`src/rtl/serdes_pkg.sv`:
```
// Shared definitions for the TMDS receive path: control-token table, aligner states
// and the token matcher used for word alignment.
package serdes_pkg;

    localparam int unsigned TOKEN_WIDTH = 10;
    localparam int unsigned NUM_TOKENS  = 4;

    localparam logic [TOKEN_WIDTH-1:0] TMDS_CTRL_TOKENS [NUM_TOKENS] = '{
        10'h354, 10'h0AB, 10'h154, 10'h2AB
    };

    typedef enum logic [1:0] {
        ALIGN_SEARCH,
        ALIGN_VERIFY,
        ALIGN_LOCKED
    } align_state_e;

    function automatic logic is_ctrl_token(input logic [TOKEN_WIDTH-1:0] word);
        logic hit;
        hit = 1'b0;
        for (int i = 0; i < NUM_TOKENS; i++) begin
            if (word == TMDS_CTRL_TOKENS[i]) begin
                hit = 1'b1;
            end
        end
        return hit;
    endfunction

endpackage

```
`src/rtl/word_aligner.sv`:
```
// Single-lane word builder: shifts serial bits into a 2W window, extracts a word at the
// current slip offset once per word period and bit-slips until control tokens line up.
module word_aligner
    import serdes_pkg::*;
#(
    parameter int unsigned BPC          = 2,
    parameter int unsigned WORD_WIDTH   = 10,
    parameter bit          LSB_FIRST    = 1'b1,
    parameter int unsigned SEARCH_WORDS = 4,
    parameter int unsigned LOCK_HITS    = 8,
    parameter int unsigned LOSS_WORDS   = 4096,
    localparam int unsigned SLIP_W      = (WORD_WIDTH > 1) ? $clog2(WORD_WIDTH) : 1
) (
    input  logic                  clk_i,
    input  logic                  rst_ni,
    input  logic                  enable_i,
    input  logic [BPC-1:0]        bits_i,
    output logic [WORD_WIDTH-1:0] word_o,
    output logic                  word_valid_o,
    output logic                  locked_o,
    output logic [SLIP_W-1:0]     slip_o
);

    localparam int unsigned WIN_W  = 2 * WORD_WIDTH;
    localparam int unsigned BEATS  = WORD_WIDTH / BPC;
    localparam int unsigned BEAT_W = $clog2(BEATS + 1);
    localparam int unsigned MISS_W = $clog2(SEARCH_WORDS + 1);
    localparam int unsigned HIT_W  = $clog2(LOCK_HITS + 1);
    localparam int unsigned LOSS_W = $clog2(LOSS_WORDS + 1);

    if ((WORD_WIDTH % BPC) != 0) begin : g_width_check
        $error("WORD_WIDTH must be a multiple of the bits delivered per clock");
    end

    logic [WIN_W-1:0]      window, window_next;
    logic [BEAT_W-1:0]     beat_cnt, beat_next;
    logic [SLIP_W-1:0]     slip, slip_next;
    logic [MISS_W-1:0]     miss_cnt, miss_next;
    logic [HIT_W-1:0]      hit_cnt, hit_next;
    logic [LOSS_W-1:0]     loss_cnt, loss_next;
    align_state_e          state, state_next;
    logic [WORD_WIDTH-1:0] slice, word_cand, word_next;
    logic                  valid_next;
    logic                  word_end;
    logic                  match;

    assign word_end = (beat_cnt == BEAT_W'(BEATS - 1));

    // Newest bit sits at index 0, so a larger slip reaches further back in time.
    always_comb begin
        window_next = {window[WIN_W-BPC-1:0], {BPC{1'b0}}};
        for (int k = 0; k < BPC; k++) begin
            window_next[BPC-1-k] = bits_i[k];
        end
        slice     = WORD_WIDTH'(window_next >> slip);
        word_cand = '0;
        for (int j = 0; j < WORD_WIDTH; j++) begin
            word_cand[j] = LSB_FIRST ? slice[WORD_WIDTH-1-j] : slice[j];
        end
    end

    if (WORD_WIDTH == TOKEN_WIDTH) begin : g_token_match
        assign match = is_ctrl_token(word_cand);
    end else begin : g_no_token_match
        assign match = 1'b0;
    end

    always_comb begin
        state_next = state;
        slip_next  = slip;
        miss_next  = miss_cnt;
        hit_next   = hit_cnt;
        loss_next  = loss_cnt;
        beat_next  = beat_cnt;
        word_next  = word_o;
        valid_next = 1'b0;
        if (enable_i) begin
            beat_next = word_end ? '0 : beat_cnt + BEAT_W'(1);
            if (word_end) begin
                word_next  = word_cand;
                valid_next = 1'b1;
                unique case (state)
                    ALIGN_SEARCH: begin
                        if (match) begin
                            state_next = (LOCK_HITS <= 1) ? ALIGN_LOCKED : ALIGN_VERIFY;
                            hit_next   = HIT_W'(1);
                            miss_next  = '0;
                        end else if (miss_cnt == MISS_W'(SEARCH_WORDS - 1)) begin
                            slip_next = (slip == SLIP_W'(WORD_WIDTH - 1)) ? '0
                                                                          : slip + SLIP_W'(1);
                            miss_next = '0;
                        end else begin
                            miss_next = miss_cnt + MISS_W'(1);
                        end
                    end
                    ALIGN_VERIFY: begin
                        if (!match) begin
                            state_next = ALIGN_SEARCH;
                            hit_next   = '0;
                            miss_next  = '0;
                        end else if (hit_cnt >= HIT_W'(LOCK_HITS - 1)) begin
                            state_next = ALIGN_LOCKED;
                            hit_next   = '0;
                        end else begin
                            hit_next = hit_cnt + HIT_W'(1);
                        end
                    end
                    ALIGN_LOCKED: begin
                        if (match) begin
                            loss_next = '0;
                        end else if (loss_cnt >= LOSS_W'(LOSS_WORDS - 1)) begin
                            // Reaching the limit drops lock, so the counter never wraps.
                            state_next = ALIGN_SEARCH;
                            loss_next  = '0;
                            miss_next  = '0;
                            hit_next   = '0;
                        end else begin
                            loss_next = loss_cnt + LOSS_W'(1);
                        end
                    end
                    default: begin
                        state_next = ALIGN_SEARCH;
                    end
                endcase
            end
        end
    end

    always_ff @(posedge clk_i) begin
        if (!rst_ni) begin
            window       <= '0;
            beat_cnt     <= '0;
            slip         <= '0;
            miss_cnt     <= '0;
            hit_cnt      <= '0;
            loss_cnt     <= '0;
            state        <= ALIGN_SEARCH;
            word_o       <= '0;
            word_valid_o <= 1'b0;
        end else begin
            if (enable_i) begin
                window <= window_next;
            end
            beat_cnt     <= beat_next;
            slip         <= slip_next;
            miss_cnt     <= miss_next;
            hit_cnt      <= hit_next;
            loss_cnt     <= loss_next;
            state        <= state_next;
            word_o       <= word_next;
            word_valid_o <= valid_next;
        end
    end

    assign locked_o = (state == ALIGN_LOCKED);
    assign slip_o   = slip;

endmodule

```
`src/rtl/generic_deserializer.sv`:
```
// N-lane serial-to-parallel receiver in the fast clock domain; each lane aligns
// independently through its own word_aligner.
module generic_deserializer
    import serdes_pkg::*;
#(
    parameter bit          DDRIO            = 1'b1,
    parameter int unsigned NUM_PHY_CHANNELS = 4,
    parameter int unsigned WORD_WIDTH       = 10,
    parameter bit          LSB_FIRST        = 1'b1,
    parameter int unsigned SEARCH_WORDS     = 4,
    parameter int unsigned LOCK_HITS        = 8,
    parameter int unsigned LOSS_WORDS       = 4096,
    localparam int unsigned BPC             = DDRIO ? 2 : 1,
    localparam int unsigned SLIP_W          = (WORD_WIDTH > 1) ? $clog2(WORD_WIDTH) : 1
) (
    input  logic                                        clk_i,
    input  logic                                        rst_ni,
    input  logic                                        enable_i,
    input  logic [NUM_PHY_CHANNELS-1:0][BPC-1:0]        bits_i,
    output logic [NUM_PHY_CHANNELS-1:0][WORD_WIDTH-1:0] word_o,
    output logic [NUM_PHY_CHANNELS-1:0]                 word_valid_o,
    output logic [NUM_PHY_CHANNELS-1:0]                 locked_o,
    output logic [NUM_PHY_CHANNELS-1:0][SLIP_W-1:0]     slip_o
);

    for (genvar ch = 0; ch < NUM_PHY_CHANNELS; ch++) begin : g_lane
        word_aligner #(
            .BPC          (BPC),
            .WORD_WIDTH   (WORD_WIDTH),
            .LSB_FIRST    (LSB_FIRST),
            .SEARCH_WORDS (SEARCH_WORDS),
            .LOCK_HITS    (LOCK_HITS),
            .LOSS_WORDS   (LOSS_WORDS)
        ) u_aligner (
            .clk_i        (clk_i),
            .rst_ni       (rst_ni),
            .enable_i     (enable_i),
            .bits_i       (bits_i[ch]),
            .word_o       (word_o[ch]),
            .word_valid_o (word_valid_o[ch]),
            .locked_o     (locked_o[ch]),
            .slip_o       (slip_o[ch])
        );
    end

endmodule

```
`config.mk`:
```
export PLATFORM = sky130hd
export DESIGN_NAME = generic_deserializer
export DESIGN_NICKNAME = d
export VERILOG_FILES = /design/src/rtl/serdes_pkg.sv /design/src/rtl/word_aligner.sv /design/src/rtl/generic_deserializer.sv
export SDC_FILE = /design/constraint.sdc
export NUM_CORES = 1
export LEC_CHECK = 0
export ABC_AREA = 1
export BUFFER_PORTS_ARGS = -buffer_cell sky130_fd_sc_hd__buf_2
export CORE_MARGIN = 4
export CORE_UTILIZATION = 50
export CTS_CLUSTER_DIAMETER = 200
export DETAILED_ROUTE_END_ITERATION = 6
export GPL_TIMING_DRIVEN = 0
export PLACE_DENSITY = 0.67
export SLEW_MARGIN = 10
export SYNTH_ARGS = -nofsm -noshare
export SYNTH_HDL_FRONTEND = slang
export SYNTH_SLANG_ARGS = --single-unit
```
`constraint.sdc`:
```
create_clock -name clk_i -period 3.5 [get_ports clk_i]
set_input_delay 1.05 -clock clk_i [delete_from_list [all_inputs] [get_ports clk_i]]
set_output_delay 1.05 -clock clk_i [all_outputs]
set_load 0.03 [all_outputs]
```
* Yosys cells after proc, flatten, opt, wreduce, memory -nomap -nowiden
Index checks and enable logic that the tools add are counted.
** Cells by class
- Reduce and logical (&&, ||, !) cells :: 33
- Order comparisons :: 8
- Shifts and indexed selects :: 4
- Mux-type cells :: 108
- Equal/unequal tests :: 56
- $add $sub $neg :: 20
- Bitwise logic cells :: 4
** Operator list (number)
- 13-bit two-way mux :: 8
- 4-bit two-way mux :: 24
- 10-bit equality test, second input constant :: 8
- 20-bit by 4-bit right shift with 10-bit output :: 4
- 3-bit two-way mux :: 24
- 6-bit AND reduction :: 12
- 13-bit by 1-bit adder with 13-bit output, second input constant :: 4
- 13-bit by 12-bit >= comparator with 1-bit output, second input constant :: 4
- 4-bit one-hot mux with 3 select lines :: 4
- 10-bit by 8-bit equality test with 1-bit output, second input constant :: 4
- 10-bit by 9-bit equality test with 1-bit output, second input constant :: 4
- 2-bit two-way mux :: 20
- 3-bit one-hot mux with 3 select lines :: 4
- 4-bit by 1-bit adder with 4-bit output, second input constant :: 8
- 3-bit by 1-bit adder with 3-bit output, second input constant :: 8
- 2-bit inequality test, second input constant :: 12
- 2-bit one-hot mux with 3 select lines :: 4
- 1-bit two-way mux :: 20
- 5-bit AND reduction :: 4
- 4-bit equality test, second input constant :: 4
- 4-bit by 3-bit >= comparator with 1-bit output, second input constant :: 4
- 3-bit by 2-bit equality test with 1-bit output, second input constant :: 4
- 3-bit equality test, second input constant :: 4
- 3-bit inequality test, second input constant :: 4
- other kinds (8) :: 33
** Word-level totals
- Output and inout port bits :: 64
- Flip-flop bits (word level) :: 232

* Logic depth before layout (Yosys ltp)
Gate-level depths: netlist (run 1).
- Depth after elaboration :: 8
- Gate-level depth with buffers :: 20
- Depth with buffers taken out :: 19

* Cells and area by module
From an unflattened synthesis (run 1), not the netlist that was laid out.
** Unflattened totals
- Cells, all modules :: 2119
- Area, all modules :: 13424.1 um^2
** By module, submodules not included
- word_aligner at g_lane[0].u_aligner ... :: cells each 534, times used 2, area each 3387.0 um^2, sequential area each 1161.1 um^2
- word_aligner at g_lane[2].u_aligner :: cells each 533, times used 1, area each 3339.5 um^2, sequential area each 1161.1 um^2
- word_aligner at g_lane[3].u_aligner :: cells each 518, times used 1, area each 3310.7 um^2, sequential area each 1161.1 um^2

* Least setup slack after synthesis (run 1)
No wires, ideal clock.
- Path type :: input to register
- From :: input enable_i
- To :: register g_lane[3].u_aligner.loss_cnt[10]
- Stages :: 8
- Data arrival time :: 2.265 ns
- Path slack :: 1.164 ns
- Buffers on the path :: 2
- Path through :: clkbuf_1 -> nand3_1 -> inv_1 -> nand2_1 -> nor3_2 -> buf_2 -> o211ai_1 -> a21oi_1
** On the way
- Longest elaborated chain between the ends :: 1
** Ends and longest elaborated chain
- from (decl) :: RTL line generic_deserializer.sv:18 : input logic enable_i,
- 3-bit AND reduction (no line)
- to (signal assigned) :: RTL line word_aligner.sv:148 : loss_cnt <= loss_next;
- to (decl) :: RTL line word_aligner.sv:40 : logic [LOSS_W-1:0] loss_cnt, loss_next;
Every way passes these cells.
A chain may end at the register's enable or synchronous reset.

* Worst setup path after layout (run 1)
- From :: register g_lane[1].u_aligner.slip[2]
- To :: register g_lane[1].u_aligner.slip[2]
** On the way
- Longest elaborated chain between the ends :: 8
- Elaborated cells on any way between the ends :: 14
** Ends and longest elaborated chain
- from (decl) :: RTL line word_aligner.sv:37 : logic [SLIP_W-1:0] slip, slip_next;
- from (signal assigned) :: RTL line word_aligner.sv:145 : slip <= slip_next;
- 20-bit by 4-bit right shift with 10-bit output :: RTL line word_aligner.sv:55 : slice = WORD_WIDTH'(window_next >> slip);
- 10-bit equality test :: RTL line serdes_pkg.sv:22 : if (word == TMDS_CTRL_TOKENS[i]) begin
- 1-bit two-way mux (4 in a row) :: RTL line serdes_pkg.sv:22
- 1-bit inverter (no line)
- 5-bit AND reduction (no line)
Parallel ways exist; a longest one is shown, timed or not.

==> flow_summary.yaml, run 1 <==
yosys:
  synth_cells: 2159
  synth_top_area_share_pct: 34.1
  synth-seq-cells: 232
  synthArstFlopShare_pct: 0
  synth-warning-count: 0
  synthesis.area_um2: 13600
  ys_top_cells_by_count: "527 x nand2_1, 372 x nand3_1, 309 x nor2_1"
  synth.top_cells.by_area: "dfxtp_1 34%, nand2_1 15%, nand3_1 14%, nor2_1 8.5%, o21ai_0 5.4%"
  syn_area_per_cell_um2: 6.31
  synth.distinct_cells: 42
  yosysMostFrequentCell: "nand2_1"
  synth-edff-count: 0
  synthFlopType: "dfxtp_1"
  syn_nets: 2206
  yosysTopAreaCell: "dfxtp_1"
  seq_area_frac_synth_pct: 34.1
setup_path:
  r2r_cells: 13
  reg2reg_to: "g_lane[1].u_aligner.slip_o[2]$_SDFFE_PN0P_"
  cp_max_fo: 10
  startpoint_type: "flop"
  required_ns: 3.92
  regToRegStartpoint: "g_lane[1].u_aligner.slip_o[2]$_SDFFE_PN0P_"
  r2r_slack_ns: 0.77
  setup.worst_path.start: "g_lane[1].u_aligner.slip_o[2]$_SDFFE_PN0P_"
  crit_path_end_kind: "flop"
  crit_type: "flop to flop"
  endpoint: "g_lane[1].u_aligner.slip_o[2]$_SDFFE_PN0P_"
  critPathArrivalTime_ns: 3.15
power:
  power_frac_comb_pct: 7.2
  ir_worst_vdd_mv: 0.482
  intPower_uw: 4450
  power_frac_clock_pct: 46.2
  power.density_nw_per_um2: 389
  leakage_uw: 0.00688
  p_total_uw: 5940
  switching_share_pct: 25.1
  power.switching_uw: 1490
  p_seq_share_pct: 46.6
flow_run:
  cap_violations: 0
grt:
  grtUsageTotal_pct: 25.2
  antenna_found_initial: 0
  grt_overflow: 0
  grt_max_degree: 14
  grt_pass1_wl_mm: 64.3
  grt_pass1_vias: 13000
finish:
  layout.nets: 2309
  final_core_util_pct: 56.8
  fillCellCount: 2734
  diodes: 0
  synthToLayoutAreaGrowth_pct: 12.2
  multi_input_area_um2: 7800
  seq_area_um2: 4640
  drive_above_1_share_pct: 10.1
detailed_routing:
  avgViaCountPerCell: 5.43
  wl_mm: 39.2
  first_iter_violations: 1108
  first_pass_iters: 5
  via_count: 14200
  drc: 0
  post_drt_wl_per_cell_um: 15.0
  ant_nets: 0
floorplan:
  die_w_um: 173
  die-area_um2: 29900
  die_h_um: 173
  rows: 60
  pin_count: 75
  core_area_um2: 26900
  start_util_pct: 50.7
timing:
  hold_viol_final: 0
  setup_violations: 0
  worst_pin_slew_ns: 1.01
  max_freq_mhz: 366
  fin_ws_ns: 0.769
  rsz0062_at_grt: "false"
  slew_viol_final: 0
  hold_ws_ns: 0.446
  period_share_pct: 78.0
  relSlewSlack_pct: 32.6
  period_minus_slack_ns: 2.73
  clock_skew_ns: 0.0217
  setup-tns-final_ns: 0
hold_path:
  worstHoldPathType: "flop to flop"
clocking:
  htree_levels: 1
  clk_pin_slew_ns: 0.06
  cts_buffers: 27
  cts-root-buf: "clkbuf_16"
  cts_tree: "built"
  cts_hold_buf: 0
  cts_sinks: 232
  post_cts_buffers: 0
  post_cts_resized: 0
  clk_path_buf_depth: 3
  clk_latency_ns: 0.55
outcome:
  run_status: "finished, final reports clean"
placed_design:
  dp_hpwl_mm: 29.4
  place_ws_ns: 0.510
  io_buffers: 74
  place_congestion: 0.941
## flip-flops by register name, summed over array words and instances, names as in the netlist, 8 cells and up
name                       cells
g_lane.u_aligner.window       72
g_lane.u_aligner.slip_o       16
g_lane.u_aligner.beat_cnt     12
g_lane.u_aligner.hit_cnt      16
g_lane.u_aligner.word_o       40
g_lane.u_aligner.loss_cnt     52
g_lane.u_aligner.state         8
g_lane.u_aligner.miss_cnt     12
## cell type report
type	instances	share of cell area [%]
clock inverters	9	0.557
flip-flops and latches	232	30.4
well taps	341	2.79
multi-input cells	1649	51.1
plain buffers	105	3.39
inverters	173	4.27
clock buffers	38	5.09
repair buffers	74	2.42
## worst max-delay path, stage by stage, from the launching register on
cell	delay, ns
dfxtp_1	0.32
clkbuf_2	0.20
clkbuf_1	0.44
nand3_1	0.13
a21oi_1	0.28
nor2_1	0.14
nand2_1	0.08
nor2_1	0.04
nand2_1	0.21
nand2_2	0.19
nor2_2	0.16
nand3_2	0.16
o21ai_0	0.19
nor2_1	0.07
## per-stage QoR
stage / cells / cell area, um2
2_1_floorplan: 2159 / 13600
3_3_place_gp: 2574 / 14400
3_5_place_dp: 2574 / 14400
4_1_cts: 2621 / 15300
5_1_grt: 2621 / 15300
6_report: 2621 / 15300
## cell families after synthesis
| logic type | count (synthesis) | share of synthesized area (%) |
|---|---|---|
| and+or+nand+nor | 1309 | 41.7 |
| buffers and inverters | 278 | 8.59 |
| DFF | 232 | 34.1 |
| adders and majority gates | 36 | 3.31 |
| AOI/OAI and AO/OA | 288 | 11.3 |
| xor gates and xnor gates | 16 | 1.03 |
## placed cells by master (no fill, tap or decap), types with 3 or more instances in the layout
cell type | netlist | routed
nor2_4 | 3 | 3
a31o_2 | 3 | 3
ha_1 | 36 | 36
buf_2 | 26 | 100
xnor2_1 | 3 | 3
buf_6 | 3 | 3
o21ai_0 | 148 | 148
nor3_1 | 27 | 27
inv_2 | 12 | 12
nand4_1 | 22 | 22
o211ai_1 | 4 | 4
nor2_2 | 12 | 12
nor2_1 | 309 | 309
o21ai_1 | 11 | 11
a21oi_1 | 97 | 97
inv_1 | 160 | 160
clkbuf_16 | 0 | 27
clkbuf_8 | 0 | 6
dfxtp_1 | 232 | 232
nand3b_1 | 7 | 7
o22ai_1 | 4 | 4
nand2_2 | 8 | 8
o21bai_1 | 3 | 3
buf_4 | 18 | 18
or2_2 | 5 | 5
nand3_2 | 10 | 10
inv_6 | 0 | 3
xor2_1 | 13 | 13
nand3_1 | 372 | 372
clkbuf_1 | 55 | 60
o21a_1 | 4 | 4
clkinv_2 | 0 | 4
a21oi_2 | 8 | 8
nor3_2 | 3 | 3
nand2_1 | 527 | 527
## per-layer routing
layer  global-route usage (%)  up-vias  routed length (um)
li1                         -     7296                   -
met5                        0        -                   0
met3                     3.43       66                2110
met4                     6.72        0                 899
met2                     41.9      379               17900
met1                     34.6     6489               18400
## power by group through the flow
stage | registers [uW] | logic, uW | clock network, uW
after global placement | 2820 | 415 | 0
after global routing | 2780 | 489 | 2920
after CTS | 2770 | 424 | 2810
after floorplan | 2810 | 301 | 0
final | 2770 | 426 | 2750
after detailed placement | 2820 | 421 | 0
## worst min-delay path by stage
| stage | from | to | slack [ns] | depth (start not counted) |
|---|---|---|---|---|
| after detailed placement | g_lane[0].u_aligner.loss_cnt[12]$_SDFFE_PN0P_ | g_lane[0].u_aligner.loss_cnt[12]$_SDFFE_PN0P_ | 0.44 | 2 |
| after global placement | g_lane[0].u_aligner.loss_cnt[12]$_SDFFE_PN0P_ | g_lane[0].u_aligner.loss_cnt[12]$_SDFFE_PN0P_ | 0.43 | 2 |
| after CTS | g_lane[0].u_aligner.loss_cnt[12]$_SDFFE_PN0P_ | g_lane[0].u_aligner.loss_cnt[12]$_SDFFE_PN0P_ | 0.45 | 2 |
| after floorplan | g_lane[0].u_aligner.loss_cnt[12]$_SDFFE_PN0P_ | g_lane[0].u_aligner.loss_cnt[12]$_SDFFE_PN0P_ | 0.42 | 2 |
| after global routing | g_lane[0].u_aligner.loss_cnt[12]$_SDFFE_PN0P_ | g_lane[0].u_aligner.loss_cnt[12]$_SDFFE_PN0P_ | 0.48 | 2 |
| final | g_lane[0].u_aligner.loss_cnt[12]$_SDFFE_PN0P_ | g_lane[0].u_aligner.loss_cnt[12]$_SDFFE_PN0P_ | 0.45 | 2 |
Note: power is estimated with default switching activity, not from simulation.
==> run 2: changes to the inputs <==
--- a/config.mk
+++ b/config.mk
@@ -5,14 +5,14 @@
 export SDC_FILE = /design/constraint.sdc
 export NUM_CORES = 1
 export LEC_CHECK = 0
-export ABC_AREA = 1
+export ABC_AREA = 0
 export BUFFER_PORTS_ARGS = -buffer_cell sky130_fd_sc_hd__buf_2
 export CORE_MARGIN = 4
 export CORE_UTILIZATION = 50
 export CTS_CLUSTER_DIAMETER = 200
 export DETAILED_ROUTE_END_ITERATION = 6
 export GPL_TIMING_DRIVEN = 0
-export PLACE_DENSITY = 0.67
+export PLACE_DENSITY = 0.7
 export SLEW_MARGIN = 10
 export SYNTH_ARGS = -nofsm -noshare
 export SYNTH_HDL_FRONTEND = slang
==> constraint.sdc (replaced) <==
create_clock -name clk_i -period 2.45 [get_ports clk_i]
set_input_delay 0.735 -clock clk_i [delete_from_list [all_inputs] [get_ports clk_i]]
set_output_delay 0.735 -clock clk_i [all_outputs]
set_load 0.03 [all_outputs]
==> flow_summary.yaml, run 2 <==
timing:
  setup_violations: 100
  hold_viol_final: 0
  fin_ws_ns: -0.820
  relSlewSlack_pct: 28.4
  slew_viol_final: 0
  max_freq_mhz: 306
  rsz0062_at_grt: "true"
  period_share_pct: 133
  clock_skew_ns: 0.0132
  worst_pin_slew_ns: 1.07
  period_minus_slack_ns: 3.27
detailed_routing:
  first_iter_violations: 1008
  wl_mm: 41.9
  ant_nets: 0
  post_drt_wl_per_cell_um: 20.0
  avgViaCountPerCell: 6.14
  drc: 0
  first_pass_iters: 5
  via_count: 12800
power:
  ir_worst_vdd_mv: 0.492
  leakage_uw: 0.00695
  power.density_nw_per_um2: 459
placed_design:
  place_ws_ns: -1.05
  place_congestion: 0.925
  dp_hpwl_mm: 27.8
  io_buffers: 73
floorplan:
  die_w_um: 173
  rows: 60
  die-area_um2: 30100
  die_h_um: 173
  core_area_um2: 27000
  pin_count: 75
  start_util_pct: 50.8
finish:
  fillCellCount: 2129
  layout.nets: 1783
  diodes: 0
  multi_input_area_um2: 9650
  final_core_util_pct: 66.7
  top_regs: "g_lane.u_aligner.window x72, g_lane.u_aligner.loss_cnt x52, g_lane.u_aligner.word_o x40"
  top_register: "g_lane.u_aligner.window"
  drive_above_1_share_pct: 33.6
  largest_reg_flops: 72
  final_cell_mix: "220 x dfxtp_1, 182 x nor2_1, 113 x nand2_1"
  synthToLayoutAreaGrowth_pct: 31.4
  seq_area_um2: 4670
  final_common_cell: "dfxtp_1"
yosys:
  synth.distinct_cells: 84
  yosysTopAreaCell: "dfxtp_1"
  synth.top_cells.by_area: "dfxtp_1 34%, mux4_2 12%, mux2i_1 9.2%, nor2_1 5.5%, a21oi_1 4.0%"
  synth-warning-count: 0
  ys_top_cells_by_count: "232 x dfxtp_1, 199 x nor2_1, 126 x mux2i_1"
  yosysMostFrequentCell: "dfxtp_1"
  synth_cells: 1527
  seq_area_frac_synth_pct: 33.9
  synth-edff-count: 0
  synth_top_area_share_pct: 33.9
  synthesis.area_um2: 13700
  synth-seq-cells: 232
  synthFlopType: "dfxtp_1"
  syn_nets: 1574
  syn_area_per_cell_um2: 8.97
  synthArstFlopShare_pct: 0
hold_path:
  whs_endpoint: "g_lane[2].u_aligner.word_o[9]$_SDFFE_PN0P_"
  worstHoldPathType: "flop to flop"
  hold_path.startpoint: "g_lane[2].u_aligner.word_o[9]$_SDFFE_PN0P_"
  min_path_cells: 2
setup_path:
  critical-path-max-stage-delay_ns: 0.52
  cp_slowest_cell: "or4_4"
  startpoint_type: "flop"
  reg2reg_to: "g_lane[1].u_aligner.hit_cnt[2]$_SDFFE_PN0P_"
  r2r_slack_ns: -0.82
  path_buf_inv: 5
  cp_max_fo: 8
  regToRegStartpoint: "g_lane[1].u_aligner.slip_o[0]$_SDFFE_PN0P_"
  crit_chain: "buf_12, mux4_2, mux4_2, or4_4, o22ai_4, buf_6, buf_6, o21a_4, nor4_4, buf_6, buf_6, a211oi_2"
  crit_type: "flop to flop"
  path_delay_family: "multiplexers"
  crit_path_end_kind: "flop"
  required_ns: 2.90
  critPathArrivalTime_ns: 3.72
  r2r_cells: 12
  cpMostUsedCell: "buf_6"
grt:
  grt_overflow: 0
  grt_pass1_vias: 12400
  grt_max_degree: 15
  antenna_found_initial: 0
  grt_pass1_wl_mm: 66.3
  grtUsageTotal_pct: 26.3
clocking:
  cts_buffers: 26
  clk_pin_slew_ns: 0.06
  htree_levels: 1
  cts_tree: "built"
  cts-root-buf: "clkbuf_16"
  cts_sinks: 232
  cts_hold_buf: 0
  clk_latency_ns: 0.54
  clk_path_buf_depth: 3
outcome:
  run_status: "finished, violations left"
  violations: "setup timing"
flow_run:
  cap_violations: 0
[run 2: changes by cell type after synthesis, moves of 23 or more]
cell / delta
mux2_2: +23
o21ai_0: -91
nor2_1: -110
a211oi_1: +24
inv_1: -121
nand3_1: -324
nand2_1: -408
nor2b_1: +28
mux2i_1: +126
and3_1: +28
mux4_2: +70
[run 2: logic make-up (layout without fill, tap and decap cells)]
logic type,Yosys count,in the layout,share of synthesized area (%)
multiplexers,220,220,22.7
XOR/XNOR,9,9,0.576
AND/OR/NAND/NOR,580,581,20.8
buffers and inverters,154,378,4.74
flip-flops,232,232,33.9
AO/OA/AOI/OAI,296,296,14.0
adder cells (fa/ha/maj),36,36,3.29
[run 2: timing repair]
action / in CTS / in global routing
setup endpoints to repair: 120 / 115
resized for setup: 177 / 128
setup buffers: 77 / 38
pin swaps: 81 / 81
cloned: 6 / 1
[run 2: how the worst max path moves through the flow]
stage	start	end	depth (start not counted)
floorplan	g_lane[1].u_aligner.slip_o[0]$_SDFFE_PN0P_	g_lane[1].u_aligner.hit_cnt[3]$_SDFFE_PN0P_	10
global placement	bits_i[0]	g_lane[0].u_aligner.miss_cnt[2]$_SDFFE_PN0P_	10
detailed placement	bits_i[0]	g_lane[0].u_aligner.miss_cnt[2]$_SDFFE_PN0P_	10
CTS	g_lane[1].u_aligner.slip_o[0]$_SDFFE_PN0P_	g_lane[1].u_aligner.hit_cnt[3]$_SDFFE_PN0P_	11
global route	g_lane[1].u_aligner.slip_o[0]$_SDFFE_PN0P_	g_lane[1].u_aligner.hit_cnt[3]$_SDFFE_PN0P_	11
finish	g_lane[1].u_aligner.slip_o[0]$_SDFFE_PN0P_	g_lane[1].u_aligner.hit_cnt[2]$_SDFFE_PN0P_	12
[run 2: tightest hold or removal path: cells and delay by family (launching register included)]
kind               cells  cell delay [ns]
and+or+nand+nor        1             0.05
AOI/OAI and AO/OA      1             0.05
DFF                    1             0.30
[run 2: routing by layer]
| metal | wire (um) | global-route usage (%) | share of wire (%) | vias to the layer above |
|---|---|---|---|---|
| met1 | 18400 | 36.3 | 44 | 6317 |
| met5 | 0 | 0 | 0 | - |
| met3 | 2260 | 3.42 | 5.4 | 83 |
| met2 | 19800 | 42.8 | 47 | 442 |
| li1 | - | - | - | 6003 |
| met4 | 1410 | 9.15 | 3.4 | 0 |
[run 2: final cells by class]
cell class | instances | area share (%)
plain buffers | 105 | 3.93
clock buffers | 35 | 4.04
clock inverters | 9 | 0.703
inverters | 43 | 0.904
multi-input cells | 1142 | 53.7
flip-flops and latches | 232 | 26.0
well taps | 341 | 2.37
repair buffers | 186 | 8.40
[run 2: where the power goes]
group | internal [uW] | total [uW] | switching (uW)
sequential | 3800 | 3840 | 38.4
clock | 2380 | 3970 | 1590
combinational | 171 | 450 | 279
[run 2: through the flow]
step | instances | hold WS, ns | power [uW] | TNS (ns) | area, um2
after detailed placement | 1941 | 0.419 | 4320 | -99.32 | 15000
final | 2093 | 0.451 | 8260 | -49.03 | 18000
after global routing | 2093 | 0.471 | 8490 | -60.91 | 18000
after CTS | 2064 | 0.432 | 8280 | -45.14 | 17300
after global placement | 1941 | 0.423 | 4310 | -95.18 | 15000
after floorplan | 1527 | 0.407 | 4180 | -31.24 | 14200
